**src/rtl/pes_piso_tx.sv**
```systemverilog
`default_nettype none
// ============================================================================
//  Module   : pes_piso_tx
//  Purpose  : Parallel-in / serial-out frame transmitter. A word accepted
//             through a valid/ready handshake is sent on a registered,
//             idle-high serial line as:
//                 START(0), DATA_W payload bits MSB first,
//                 [PARITY (even)], STOP(1)
//             Back-to-back frames are supported: a word accepted during
//             STOP starts its START bit in the very next cycle.
//  Ports    : clk        - single clock, rising-edge active
//             reset      - synchronous reset, active low
//             load_data  - parallel word to serialise (DATA_W bits)
//             load_valid - producer offers load_data this cycle
//             load_ready - block can accept a word this cycle (IDLE/STOP)
//             serial_out - registered serial line, idle high
//             busy       - high from START through STOP
//             tx_done    - one-cycle pulse coincident with the stop bit
//  Config   : define PES_PISO_PARITY_EN to insert a one-cycle even-parity
//             bit between the last data bit and the stop bit.
//  Revision : 1.0 - initial release
// ============================================================================
module pes_piso_tx #(
    parameter int DATA_W = 8
) (
    input  logic              clk,
    input  logic              reset,
    input  logic [DATA_W-1:0] load_data,
    input  logic              load_valid,
    output logic              load_ready,
    output logic              serial_out,
    output logic              busy,
    output logic              tx_done
);

    localparam int                c_cnt_w    = $clog2(DATA_W);
    localparam logic [c_cnt_w-1:0] c_cnt_load = c_cnt_w'(DATA_W - 1);
    localparam logic [c_cnt_w-1:0] c_cnt_one  = c_cnt_w'(1);

`ifdef PES_PISO_PARITY_EN
    typedef enum logic [2:0] {
        IDLE   = 3'd0,
        START  = 3'd1,
        DATA   = 3'd2,
        PARITY = 3'd3,
        STOP   = 3'd4
    } state_t;
`else
    typedef enum logic [2:0] {
        IDLE   = 3'd0,
        START  = 3'd1,
        DATA   = 3'd2,
        STOP   = 3'd4
    } state_t;
`endif

    state_t              r_state;
    logic [DATA_W-1:0]   r_shreg;
    logic [c_cnt_w-1:0]  r_cnt;
`ifdef PES_PISO_PARITY_EN
    logic                r_parity;
`endif

    // load_ready is registered and is only ever high in IDLE or STOP,
    // so it doubles as the "this state may accept" qualifier.
    logic w_accept;
    assign w_accept = load_valid & load_ready;

    always_ff @(posedge clk) begin
        if (!reset) begin
            r_state    <= IDLE;
            r_shreg    <= '0;
            r_cnt      <= '0;
            serial_out <= 1'b1;
            load_ready <= 1'b1;
            busy       <= 1'b0;
            tx_done    <= 1'b0;
`ifdef PES_PISO_PARITY_EN
            r_parity   <= 1'b0;
`endif
        end else begin
            tx_done <= 1'b0;
            case (r_state)
                IDLE, STOP: begin
                    if (w_accept) begin
                        r_state    <= START;
                        r_shreg    <= load_data;
                        serial_out <= 1'b0;
                        busy       <= 1'b1;
                        load_ready <= 1'b0;
`ifdef PES_PISO_PARITY_EN
                        r_parity   <= ^load_data;
`endif
                    end else begin
                        r_state    <= IDLE;
                        serial_out <= 1'b1;
                        busy       <= 1'b0;
                        load_ready <= 1'b1;
                    end
                end

                // The MSB goes out on the edge leaving START, so the
                // counter value seen during each DATA cycle is the number
                // of bits still to follow it.
                START: begin
                    r_state    <= DATA;
                    serial_out <= r_shreg[DATA_W-1];
                    r_shreg    <= {r_shreg[DATA_W-2:0], 1'b0};
                    r_cnt      <= c_cnt_load;
                end

                DATA: begin
                    if (r_cnt == '0) begin
`ifdef PES_PISO_PARITY_EN
                        r_state    <= PARITY;
                        serial_out <= r_parity;
`else
                        r_state    <= STOP;
                        serial_out <= 1'b1;
                        tx_done    <= 1'b1;
                        load_ready <= 1'b1;
`endif
                    end else begin
                        serial_out <= r_shreg[DATA_W-1];
                        r_shreg    <= {r_shreg[DATA_W-2:0], 1'b0};
                        r_cnt      <= r_cnt - c_cnt_one;
                    end
                end

`ifdef PES_PISO_PARITY_EN
                PARITY: begin
                    r_state    <= STOP;
                    serial_out <= 1'b1;
                    tx_done    <= 1'b1;
                    load_ready <= 1'b1;
                end
`endif

                default: begin
                    r_state    <= IDLE;
                    serial_out <= 1'b1;
                    busy       <= 1'b0;
                    load_ready <= 1'b1;
                end
            endcase
        end
    end

endmodule
`default_nettype wire

```
**config.mk**
```make
export PLATFORM = sky130hd
export DESIGN_NAME = pes_piso_tx
export DESIGN_NICKNAME = d
export VERILOG_FILES = /design/src/rtl/pes_piso_tx.sv
export SDC_FILE = /design/constraint.sdc
export NUM_CORES = 1
export LEC_CHECK = 0
export CAP_MARGIN = 40
export CORE_MARGIN = 2
export CORE_UTILIZATION = 52
export DETAILED_ROUTE_END_ITERATION = 8
export PLACE_DENSITY = 0.9
export SLEW_MARGIN = 25
export SYNTH_ARGS = -nofsm -noshare
export SYNTH_HDL_FRONTEND = slang
export SYNTH_SLANG_ARGS = --single-unit
```
**constraint.sdc**
```tcl
create_clock -name clk -period 3.6 [get_ports clk]
set_input_delay 0.9 -clock clk [delete_from_list [all_inputs] [get_ports clk]]
set_output_delay 0.9 -clock clk [all_outputs]
set_load 0.02 [all_outputs]
```
==> results of run 1 <==
-- flip-flops by register name, indices dropped and copies added (netlist names) --
register,flops
r_cnt,3
load_ready,1
tx_done,1
r_state,3
serial_out,1
busy,1
r_shreg,8
-- kinds of logic (layout without fill, tap and decap cells) --
group,Yosys count,count (layout),synth area share
AND/OR/NAND/NOR,26,26,0.195
multiplexers,7,7,0.0889
adder cells (fa/ha/maj),2,2,0.0317
flip-flops,18,18,0.457
AO/OA/AOI/OAI,20,20,0.183
buffers and inverters,7,22,0.0444
-- how the worst max path moves through the flow --
stage	startpoint	to	slack, ns	cells after the start
after global routing	load_ready$_SDFFE_PN1P_	load_ready	1.38	1
after CTS	load_ready$_SDFFE_PN1P_	load_ready	1.41	1
after global placement	load_valid	r_shreg[0]$_SDFFE_PN0P_	1.22	5
after floorplan	load_valid	r_shreg[4]$_SDFFE_PN0P_	1.80	5
after detailed placement	load_valid	r_shreg[0]$_SDFFE_PN0P_	1.21	5
final	load_ready$_SDFFE_PN1P_	load_ready	1.43	1
-- routing by layer --
metal	global-route usage	part of all wire	vias to the layer above
met1	0.193	0.45	270
met4	0.0909	0.0063	0
met2	0.267	0.50	14
li1	-	-	313
met5	0	0	-
met3	0.0383	0.043	2
-- worst register-to-register path, cell delays in order (launching register included) --
cell                      delay [ns]
sky130_fd_sc_hd__dfxtp_1        0.34
sky130_fd_sc_hd__inv_1          0.06
sky130_fd_sc_hd__ha_1           0.19
sky130_fd_sc_hd__ha_1           0.21
sky130_fd_sc_hd__or4b_4         0.52
sky130_fd_sc_hd__nand3_4        0.18
sky130_fd_sc_hd__and3b_1        0.19
sky130_fd_sc_hd__o21a_1         0.10
-- final cells by class --
| cell class | count | share of cell area |
|---|---|---|
| multi-input combinational | 55 | 0.412 |
| sequential | 18 | 0.377 |
| timing repair buffer | 14 | 0.147 |
| clock buffer | 3 | 0.0236 |
| tap | 16 | 0.0210 |
| inverter | 5 | 0.0197 |
-- power by group through the flow --
stage	sequential [mW]	combinational [mW]	clock, mW
global placement	0.243	0.112	0
CTS	0.241	0.116	0.0991
floorplan	0.247	0.0816	0
finish	0.240	0.115	0.0957
global route	0.243	0.127	0.107
detailed placement	0.245	0.116	0
-- cells in the final DEF, fill, tap and decap left out --
cell / Yosys / final
sky130_fd_sc_hd__nand2_1: 11 / 11
sky130_fd_sc_hd__a21oi_2: 2 / 2
sky130_fd_sc_hd__o211a_1: 2 / 2
sky130_fd_sc_hd__nor3_1: 4 / 4
sky130_fd_sc_hd__a21oi_1: 5 / 5
sky130_fd_sc_hd__nand3_1: 2 / 2
sky130_fd_sc_hd__or3b_2: 1 / 1
sky130_fd_sc_hd__o21ai_0: 5 / 5
sky130_fd_sc_hd__clkbuf_4: 0 / 3
sky130_fd_sc_hd__a21boi_1: 1 / 1
sky130_fd_sc_hd__nor2_1: 1 / 1
sky130_fd_sc_hd__o21a_1: 1 / 1
sky130_fd_sc_hd__or4bb_1: 1 / 1
sky130_fd_sc_hd__and2_1: 1 / 1
sky130_fd_sc_hd__nand2b_1: 2 / 2
sky130_fd_sc_hd__clkdlybuf4s50_1: 0 / 14
sky130_fd_sc_hd__a21oi_4: 1 / 1
sky130_fd_sc_hd__inv_1: 5 / 5
sky130_fd_sc_hd__o211ai_1: 1 / 1
sky130_fd_sc_hd__nand3_4: 1 / 1
sky130_fd_sc_hd__or4b_4: 1 / 1
sky130_fd_sc_hd__dfxtp_1: 18 / 18
sky130_fd_sc_hd__and3b_1: 1 / 1
sky130_fd_sc_hd__ha_1: 2 / 2
sky130_fd_sc_hd__mux2i_1: 7 / 7
sky130_fd_sc_hd__o21ai_2: 2 / 2
-- through the flow --
stage	util	hold slack [ns]	total power [mW]	worst slack, ns
final	0.657	0.463	0.450	1.43
after global routing	0.657	0.509	0.477	1.38
after CTS	0.657	0.467	0.456	1.41
after detailed placement	0.641	0.449	0.361	1.21
after global placement	0.641	0.438	0.355	1.22
after floorplan	-	0.431	0.329	1.80
==> results.md, run 1 <==
- The final-report hold violation count came to 0.
- The count of placed standard cells including taps is 108.
- The gate count of the mapped netlist is 80.
- During synthesis, Yosys emitted a total of 0 warnings.
- For this run, the register share of the synthesized area comes to 0.457.
- In this run, CTS created clock tree buffers numbering 3.
- The number of gates resized after cts is 0.
- For the worst-skew pair, the clock arrives at the later sink with an insertion delay of 0.28 ns.
- The relative contribution of the clock network to total power is 0.213.
- The overall track demand over capacity in global routing is 0.162.
- Before antenna repair, the detailed router went through 4 iterations.
- The number of sinks handled by clock tree synthesis is 18.
- The DRC marker count from the first detailed-route iteration is 14.
- The number of I/O pins is 15.
- Data on the critical path is required at its endpoint by 2.70 ns.
- The measured slew at the worst slew-check pin is 0.567 ns.
- The internal power of the cells totals 0.320 mW.
- Along the worst hold path, the cell count comes to 2.
- Registers take 360 um^2.
- The clock passes through at most 2 buffers.
- The endpoint identified for the worst register-to-register timing path is r_shreg[0]$_SDFFE_PN0P_.
- In this run the worst path has a maximum fanout of 4.
- The worst setup path is launched from a flop.
- On the final layout, the worst clock skew is 0.00276 ns.
- The switching power total is 0.131 mW.
- The slowest stage of the critical path is the sky130_fd_sc_hd__clkdlybuf4s50_1 cell.
- The type of the tightest min-delay check is flop to flop.
- Of the post-synthesis cell area, the dominant cell type holds 0.457.
- In this run the clock root is driven by a sky130_fd_sc_hd__clkbuf_4.
- In the final timing run, aggregate negative setup slack is 0 ns.
- The number of port buffers is 14.
- The area growth from synthesis to layout is 21.1%.
- Excluding fillers, the count of instances in the completed layout stands at 111.
- The aggregate global routing overflow is 0.
- The number of enable flip-flop cells after synthesis is 0.
- In the routed layout, each cell is associated on average with a via count of 5.40.
- The area of the die is 1840 um^2.
- The switching share of power is 0.290.
- Across the VDD grid, the largest voltage drop is 280 uV.
- After the last flow step, the layout net total stands at 110.
- The total standard cell area after synthesis is 788 um^2.
- Setup repair after global routing left no endpoint under its margin.
- The count of inserted antenna diode cells is 0.
- The startpoint identified for the worst hold timing path is busy$_SDFFE_PN0P_.
- STA classifies the critical path endpoint as an output pin.
- By count the netlist is led by sky130_fd_sc_hd__dfxtp_1, sky130_fd_sc_hd__nand2_1, sky130_fd_sc_hd__mux2i_1.
- In this design, the stage delay of the slowest critical-path cell is 0.61 ns.
- The routed layout has 599 vias.
- The level count of the clock H-tree is 1.
- The flop-to-flop setup slack is 1.75 ns.
- The largest area contributor in the netlist is sky130_fd_sc_hd__dfxtp_1.
- For this run, the leading register cell type out of synthesis is sky130_fd_sc_hd__dfxtp_1.
- Summed over all layers, the routed wires come to 1.28 mm.
- Counting both buffers and inverters, the worst setup path holds a total of 1.
- The total nets after synthesis is 93.
- The clock input transition at the sequential cells of the worst setup and hold paths is 0.10 ns.
- The post-CTS setup buffer count is 0.
- In the final layout, the multi-input gates occupy 393 um^2.
- The finished cells cover 955 um^2.
- The width of the chip is 42.9 um.
- The mean instance size in the synthesized netlist is 9.85 um^2.
- The critical path is of the flop to output pin type.
- The most frequent cell after synthesis is sky130_fd_sc_hd__dfxtp_1.
- The first global-routing pass estimated 2.20 mm of wire.
- The number of global-route vias before repair is 532.
- Of the total power, combinational logic draws 0.254.
- The maximum number of pins on one net before global-route repair is 18.
- The number of antenna violations at the first check in global routing came to 0.
- The shortest period the worst path allows is 2.17 ns.
- The relative max-transition margin is 0.621.
- The total of hold buffers inserted after clock tree synthesis is 0.
- The number of placement rows is 14.
- The final count of negative-setup-slack endpoints is 0.
- The post-synthesis sequential element count is 18.
- The data arrival time of the critical path is 1.27 ns.
- By area the synthesized netlist is led by sky130_fd_sc_hd__dfxtp_1, sky130_fd_sc_hd__mux2i_1, sky130_fd_sc_hd__nand2_1, sky130_fd_sc_hd__a21oi_1, sky130_fd_sc_hd__ha_1.
- The max-cap check violation count is 0.
- The TritonCTS clock tree is yes.
- The core region is 1450 um^2.
- Yosys mapped the design onto 26 distinct sky130hd cell types.
- In the final layout, the share of cells above drive strength 1 is 0.116.
- For this run, asynchronously set or reset flops after synthesis account for 0.
- The cell type group with the largest total delay on the critical path is buffers and inverters.
- The count of final max-slew check failures is 0.
- Of the total power, registers draw 0.533.
- After detailed routing, the average wire length per cell comes to 11.5 um.
- The share of the clock period used by the worst path is 0.604.
- The analysis attributes to cell leakage a power of 0.392 nW.
- The post-detailed-placement half-perimeter wirelength is 979 um.
- The signal on the critical path passes through clkdlybuf4s50_1.
- Dividing total power by cell area gives a power density of 472 nW/um^2.
- In the routed design, unresolved DRC markers number 0.
- The worst register-to-register path has a depth of 7.
- For this configuration, the core starts out at a cell density of 0.542.
- In this run the cell area measured after placement is 932 um^2.
- The flow ran to the end, and the final reports show no timing, DRC or antenna violations.
- The startpoint identified for the worst register-to-register timing path is r_cnt[0]$_SDFFE_PN0P_.
- Once detail routing completed, the nets flagged for antenna violations numbered 0.
- The timing-limited maximum frequency is 0.460 GHz.
- The worst hold path terminates at busy$_SDFFE_PN0P_.
- The layout has 127 filler cells.
- Measured along the y axis, the die boundary spans 42.9 um.
- At the end of routability-driven placement, the weighted congestion stood at 0.708.
Note: power is estimated with default switching activity, not from simulation.
==> run 2: changes to the inputs <==
CORE_UTILIZATION = 49   (was 52)
PLACE_DENSITY = 0.86   (was 0.9)
clock period = 2 ns   (was 3.6 ns; I/O delays follow)
==> run 2 against run 1 <==
Compared with the run above:
- routed wire length grew 6.8%
- via count is the same
- combinational power grew 87%
- clock skew shrank 0.00074 ns
- power grew 93%
- hold slack gained 0.0015 ns
- clock power grew 130%
- critical endpoint is now r_shreg[0]$_SDFFE_PN0P_
- largest power group unchanged
==> results.md, run 2 (synthesis gave the netlist of run 1 again) <==
- The last weighted congestion value of the routability-driven placer is 0.712 (+0.55%).
- The register area came to 360 um^2 (unchanged).
- The cell area power density is 892 nW/um^2 (+89%).
- The overall track demand over capacity in global routing is 0.164 (+0.00171).
- The tree is rooted in a sky130_fd_sc_hd__clkbuf_4.
- The run finished with clean final reports.
- The count of final max-slew check failures came to 0 (unchanged).
- The relative max-transition margin is 0.636 (+0.0151).
- The area of the die was 1950 um^2 (+5.5%).
- The number of port buffers is 14 (unchanged).
- The number of gates resized after cts is 0 (unchanged).
- The area of the multi-input gates was 393 um^2 (unchanged).
- The measured slew at the worst slew-check pin is 0.545 ns (-0.0226 ns).
- The number of global-route vias before repair came to 546 (+2.6%).
- The fraction of layout cells with a size suffix above 1 came to 0.134 (+0.0182).
- The initial cell density of the core came to 0.523 (-0.0189).
- The TritonCTS clock tree is yes.
- Leaving out fill and tap cells, the most frequent cells in the layout are sky130_fd_sc_hd__dfxtp_1, sky130_fd_sc_hd__clkdlybuf4s50_1, sky130_fd_sc_hd__nand2_1.
- The total routed wirelength is 1.37 mm (+6.8%).
- The worst vdd rail ir drop is 623 uV (+120%).
- The final count of negative-setup-slack endpoints came to 0 (unchanged).
- The total of hold buffers inserted after clock tree synthesis is 0 (unchanged).
- The total via count after detailed routing is 599 (unchanged).
- The number of flip-flops under the largest register name is 8 (unchanged).
- The number of antenna violations at the first check in global routing came to 0 (unchanged).
- The detailed-route wire length per cell came to 12.1 um (+4.9%).
- The first-pass GRT wire length is 2.29 mm (+4.0%).
- The number of I/O pins is 15 (unchanged).
- The data arrival time of the critical path was 2.07 ns (+0.80 ns).
- The residual DRC count was 0 (unchanged).
- The aggregate global routing overflow is 0 (unchanged).
- The utilization after layout is 0.648 (-0.00879).
- The shortest period the worst path allows is 1.88 ns.
- The final-report hold violation count is 0 (unchanged).
- The DRC marker count from the first detailed-route iteration came to 8 (-6).
- The number of cells in the finished layout apart from fillers is 113 (+1.8%).
- The static leakage power came to 0.404 nW (+3.1%).
- The count of fill cells added during filler insertion is 141 (+11%).
- The largest registers in the layout are r_shreg (8), r_cnt (3), r_state (3).
- The count of inserted antenna diode cells is 0 (unchanged).
- The routed wire length on met3 is 59 um (+7.3%).
- The number of sinks handled by clock tree synthesis is 18 (unchanged).
- The width of the chip is 44.1 um (+2.7%).
- The data required time at the worst endpoint is 2.19 ns (-0.51 ns).
- The sum of routed wire segments on met1 is 586 um (+2.6%).
- r_shreg holds more flip-flops than any other register.
- Leaving out fill and tap cells, the most frequent cell in the layout is sky130_fd_sc_hd__dfxtp_1.
- The worst-case clock buffer depth is 2 (unchanged).
- The highest fanout seen on the critical path is 17 (+13).
- Relative to the synthesized area, the layout overhead comes to 23.8%.
- The detail-routed via count per cell is 5.30 (-1.8%).
- The routed length on met2 is 696 um (+8.6%).
- The core area is 1510 um^2 (+3.6%).
- The type of the tightest min-delay check is flop to flop.
- The number of nets with antenna violations after detailed routing is 0 (unchanged).
- The maximum clock skew at final layout is 0.00202 ns (-0.000742 ns).
- The count of placed standard cells including taps is 109 (+0.93%).
- The die outline height is 44.1 um (+2.7%).
- The max-cap check violation count was 0 (unchanged).
- The number of placement rows is 14 (unchanged).
- The source-to-sink clock delay at the later pin of the worst-skew pair is 0.29 ns (about the same).
- The level count of the clock H-tree is 1 (unchanged).
- Setup repair after global routing left no endpoint under its margin.
- The cell area after layout is 976 um^2 (+2.2%).
- STA classifies the critical path endpoint as a flop.
- The critical path is of the flop to flop type.
- The post-detailed-placement half-perimeter wirelength is 1.04 mm (+6.3%).
- Static timing analysis puts the maximum clock frequency at 0.533 GHz.
- The clock input transition at the sequential cells of the worst setup and hold paths is 0.10 ns (about the same).
- The total power is 0.871 mW (+93%).
- The final sum of negative setup slack is 0 ns (unchanged).
- The uppermost metal layer occupied by signal nets is met4.
- The final net count is 111 (+0.91%).
- The placed cell area is 940 um^2 (+0.81%).
- The post-CTS setup buffer count came to 0 (unchanged).
- The number of buffers created by CTS was 3 (unchanged).
- The maximum number of pins on one net before global-route repair is 18 (unchanged).
- The iteration count of the initial detailed-routing pass is 5 (+1).
- Of the available clock period, the critical path in the final layout requires 0.938.
- The worst setup path is launched from a flop.
-- run 2: changes by cell type in the layout (fill, tap and decap cells not counted), sizes merged --
cell,before,now
buf,0,1
clkbuf,3,4
-- run 2: path summary, 6_finish.rpt --
| path | start | to | slack [ns] | cells after the start |
|---|---|---|---|---|
| worst max-delay path | r_cnt[0]$_SDFFE_PN0P_ | r_shreg[0]$_SDFFE_PN0P_ | 0.12 | 7 |
| worst min-delay path | r_cnt[0]$_SDFFE_PN0P_ | r_cnt[0]$_SDFFE_PN0P_ | 0.46 | 2 |
| worst max register to register | r_cnt[0]$_SDFFE_PN0P_ | r_shreg[0]$_SDFFE_PN0P_ | 0.12 | 7 |
| worst min register to register | r_cnt[0]$_SDFFE_PN0P_ | r_cnt[0]$_SDFFE_PN0P_ | 0.46 | 2 |
-- run 2: where the power goes --
group	switching [mW]	internal (mW)
Sequential	0.0284	0.405
Combinational	0.110	0.105
Clock	0.111	0.111
Total	0.249	0.622
-- run 2: worst max-delay path, cell delays in order (launching register included) --
cell                      delay [ns]
sky130_fd_sc_hd__dfxtp_1        0.34
sky130_fd_sc_hd__inv_1          0.06
sky130_fd_sc_hd__ha_1           0.19
sky130_fd_sc_hd__ha_1           0.22
sky130_fd_sc_hd__or4b_4         0.53
sky130_fd_sc_hd__nand3_4        0.18
sky130_fd_sc_hd__nor2_1         0.07
sky130_fd_sc_hd__o21a_1         0.18
-- run 2: routing by layer --
| metal | up-vias | GRT usage |
|---|---|---|
| met5 | - | 0 |
| met4 | 0 | 0.0909 |
| met3 | 3 | 0.0245 |
| met2 | 15 | 0.312 |
| met1 | 266 | 0.169 |
| li1 | 315 | - |
-- run 2: layout make-up --
cell class                      count  area share
Tap cell                           16      0.0205
Sequential cell                    18       0.369
Timing Repair Buffer               15       0.151
Inverter                            5      0.0192
Clock buffer                        4      0.0372
Multi-Input combinational cell     55       0.403
-- run 2: per-stage QoR --
| step | worst slack, ns | hold WS [ns] |
|---|---|---|
| floorplan | 0.318 | 0.431 |
| global placement | 0.0219 | 0.438 |
| detailed placement | 0.00220 | 0.449 |
| CTS | 0.114 | 0.464 |
| global route | 0.0127 | 0.494 |
| finish | 0.124 | 0.464 |
==> run 3: changes to the inputs <==
CORE_UTILIZATION = 58   (was 49)
DONT_BUFFER_PORTS = 1   (was default)
PLACE_DENSITY = 0.84   (was 0.86)
==> run 3 against run 2 <==
Compared with the run above:
- register-to-register slack improved by 0.03 ns
- clock power about the same
- sequential share of layout area increased by 6.3 points
- cell count decreased by 13%
- clock skew increased by 0.0047 ns
- final area decreased by 14%
- first-iteration DRC count decreased by 13%
- largest power group unchanged
- highest routed layer unchanged
==> results.md, run 3 (synthesis gave the netlist of run 1 again) <==
- The share of the clock period used by the worst path came to 0.923 (-0.0146).
- The number of I/O pins is 15 (unchanged).
- The detail-routed via count per cell is 5.54 (+4.5%).
- The max-cap check violation count is 0 (unchanged).
- The iteration count of the initial detailed-routing pass is 3 (-2).
- The total routed wirelength is 1.23 mm (-9.6%).
- The detailed-route wire length per cell is 12.6 um (+4.2%).
- The switching power total is 0.234 mW (-6.1%).
- The number of buffers created by CTS is 3 (unchanged).
- The highest fanout seen on the critical path came to 17 (unchanged).
- The minimum setup slack after placement is 0.154 ns (+0.152 ns).
- The utilization after layout is 0.649 (+0.00162).
- The number of nets with antenna violations after detailed routing is 0 (unchanged).
- The clock input transition at the sequential cells of the worst setup and hold paths came to 0.10 ns (about the same).
- The count of inserted antenna diode cells is 0 (unchanged).
- The final sum of negative setup slack is 0 ns (unchanged).
- The data required time at the worst endpoint is 2.20 ns (about the same).
- The measured slew at the worst slew-check pin came to 0.381 ns (-0.164 ns).
- STA classifies the critical path endpoint as a flop.
- The relative max-transition margin came to 0.746 (+0.110).
- The DRC marker count from the first detailed-route iteration came to 7 (-1).
- The source-to-sink clock delay at the later pin of the worst-skew pair is 0.29 ns (about the same).
- The switching share of power came to 0.284 (-0.00241).
- The static leakage power is 0.349 nW (-14%).
- The number of flip-flops under the largest register name is 8 (unchanged).
- The number of port buffers is 0 (-14).
- The post-CTS setup buffer count is 0 (unchanged).
- The die outline height is 40.9 um (-7.4%).
- The first-pass GRT wire length is 2.01 mm (-12%).
- The timing-limited maximum frequency is 0.541 GHz (+1.6%).
- The final-report hold violation count was 0 (unchanged).
- The data arrival time of the critical path is 2.04 ns (-0.03 ns).
- The residual DRC count is 0 (unchanged).
- The total via count after detailed routing came to 543 (-9.3%).
- The maximum clock skew at final layout came to 0.00668 ns (+0.00467 ns).
- The clock tree root driver cell is sky130_fd_sc_hd__clkbuf_4.
- The number of placement rows is 13 (-1).
- The type of the tightest min-delay check is input port to flop.
- The number of gates resized after cts is 0 (unchanged).
- The count of final max-slew check failures is 0 (unchanged).
- The number of antenna violations at the first check in global routing came to 0 (unchanged).
- r_shreg holds more flip-flops than any other register.
- Setup repair after global routing left no endpoint under its margin.
- The internal power is 0.590 mW (-5.0%).
- The cell area power density is 988 nW/um^2 (+11%).
- The fraction of layout cells with a size suffix above 1 came to 0.157 (+0.0226).
- The worst-case clock buffer depth is 2 (unchanged).
- The worst vdd rail ir drop is 572 uV (-8.2%).
- The worst setup path is of the flop to flop kind.
- The number of global-route vias before repair is 507 (-7.1%).
- The overall track demand over capacity in global routing is 0.189 (+0.0250).
- The TritonCTS clock tree is yes.
- The level count of the clock H-tree was 1 (unchanged).
- The core area is 1280 um^2 (-15%).
- The worst setup slack after layout is 0.153 ns (+0.0291 ns).
- The commonest non-fill, non-tap cell in the layout is sky130_fd_sc_hd__dfxtp_1.
- The shortest period the worst path allows came to 1.85 ns (-0.0291 ns).
- The area growth from synthesis to layout is 5.87%.
- The final count of negative-setup-slack endpoints was 0 (unchanged).
- The total of hold buffers inserted after clock tree synthesis came to 0 (unchanged).
- The sequential group share of total power is 0.531 (+0.033).
- The combinational power share came to 0.202 (-0.045).
- The relative contribution of the clock network to total power was 0.266 (+0.011).
- In the layout the commonest cells are sky130_fd_sc_hd__dfxtp_1, sky130_fd_sc_hd__nand2_1, sky130_fd_sc_hd__mux2i_1.
- The launching element type of the critical path is a flop.
- The final net count is 97 (-13%).
- The post-detailed-placement half-perimeter wirelength is 926 um (-11%).
- The initial cell density of the core came to 0.613 (+0.0902).
- The last weighted congestion value of the routability-driven placer is 0.660 (-7.3%).
- The maximum number of pins on one net before global-route repair is 18 (unchanged).
- The width of the chip came to 40.9 um (-7.4%).
- The flow ran to the end, and the final reports show no timing, DRC or antenna violations.
- The area of the die came to 1670 um^2 (-14%).
- In the final layout, the registers with the most flip-flops are r_shreg (8), r_cnt (3), r_state (3).
- The number of sinks handled by clock tree synthesis came to 18 (unchanged).
- The aggregate global routing overflow is 0 (unchanged).
## run 3: layout make-up
| type | instances | area (um^2) |
|---|---|---|
| fill | 99 | 450 |
| multi-input combinational | 55 | 393 |
| sequential | 18 | 360 |
| clock buffer | 4 | 36.3 |
| inverter | 5 | 18.8 |
| tap | 15 | 18.8 |
| timing repair buffer | 1 | 7.51 |
## run 3: per-stage QoR
stage          total power [mW]  std cells  hold slack, ns  cell area, um^2
6_report                  0.824         98           0.291              835
5_1_grt                   0.873         98           0.298              835
4_1_cts                   0.835         98           0.285              835
3_5_place_dp              0.615         94           0.443              798
3_3_place_gp              0.605         94           0.443              798
2_1_floorplan             0.592         80           0.431              788
## run 3: power groups by stage
stage                     clock (mW)  sequential (mW)  combinational (mW)
after floorplan                    0            0.445               0.147
after global placement             0            0.445               0.161
after detailed placement           0            0.447               0.169
after CTS                      0.228            0.438               0.169
after global routing           0.238            0.444               0.191
final                          0.220            0.438               0.167
## run 3: final timing paths
| kind | depth (start not counted) | endpoint | slack (ns) | from |
|---|---|---|---|---|
| setup / recovery | 7 | r_shreg[0]$_SDFFE_PN0P_ | 0.15 | r_cnt[0]$_SDFFE_PN0P_ |
| setup reg to reg | 7 | r_shreg[0]$_SDFFE_PN0P_ | 0.15 | r_cnt[0]$_SDFFE_PN0P_ |
| hold / removal | 1 | serial_out$_SDFF_PN1_ | 0.29 | reset |
| hold reg to reg | 2 | r_cnt[0]$_SDFFE_PN0P_ | 0.46 | r_cnt[0]$_SDFFE_PN0P_ |
## run 3: worst max-delay path, cell delays in order, from the launching register on
cell	delay (ns)
sky130_fd_sc_hd__dfxtp_1	0.34
sky130_fd_sc_hd__inv_1	0.06
sky130_fd_sc_hd__ha_1	0.20
sky130_fd_sc_hd__ha_1	0.21
sky130_fd_sc_hd__or4b_4	0.53
sky130_fd_sc_hd__nand3_4	0.18
sky130_fd_sc_hd__nor2_1	0.07
sky130_fd_sc_hd__o21a_1	0.18
## run 3: per-layer routing
| metal | share of wire | global-route usage | up-vias |
|---|---|---|---|
| li1 | - | - | 287 |
| met2 | 0.49 | 0.313 | 9 |
| met3 | 0.037 | 0.0326 | 2 |
| met1 | 0.46 | 0.221 | 245 |
| met5 | 0 | 0 | - |
| met4 | 0.012 | 0.125 | 0 |
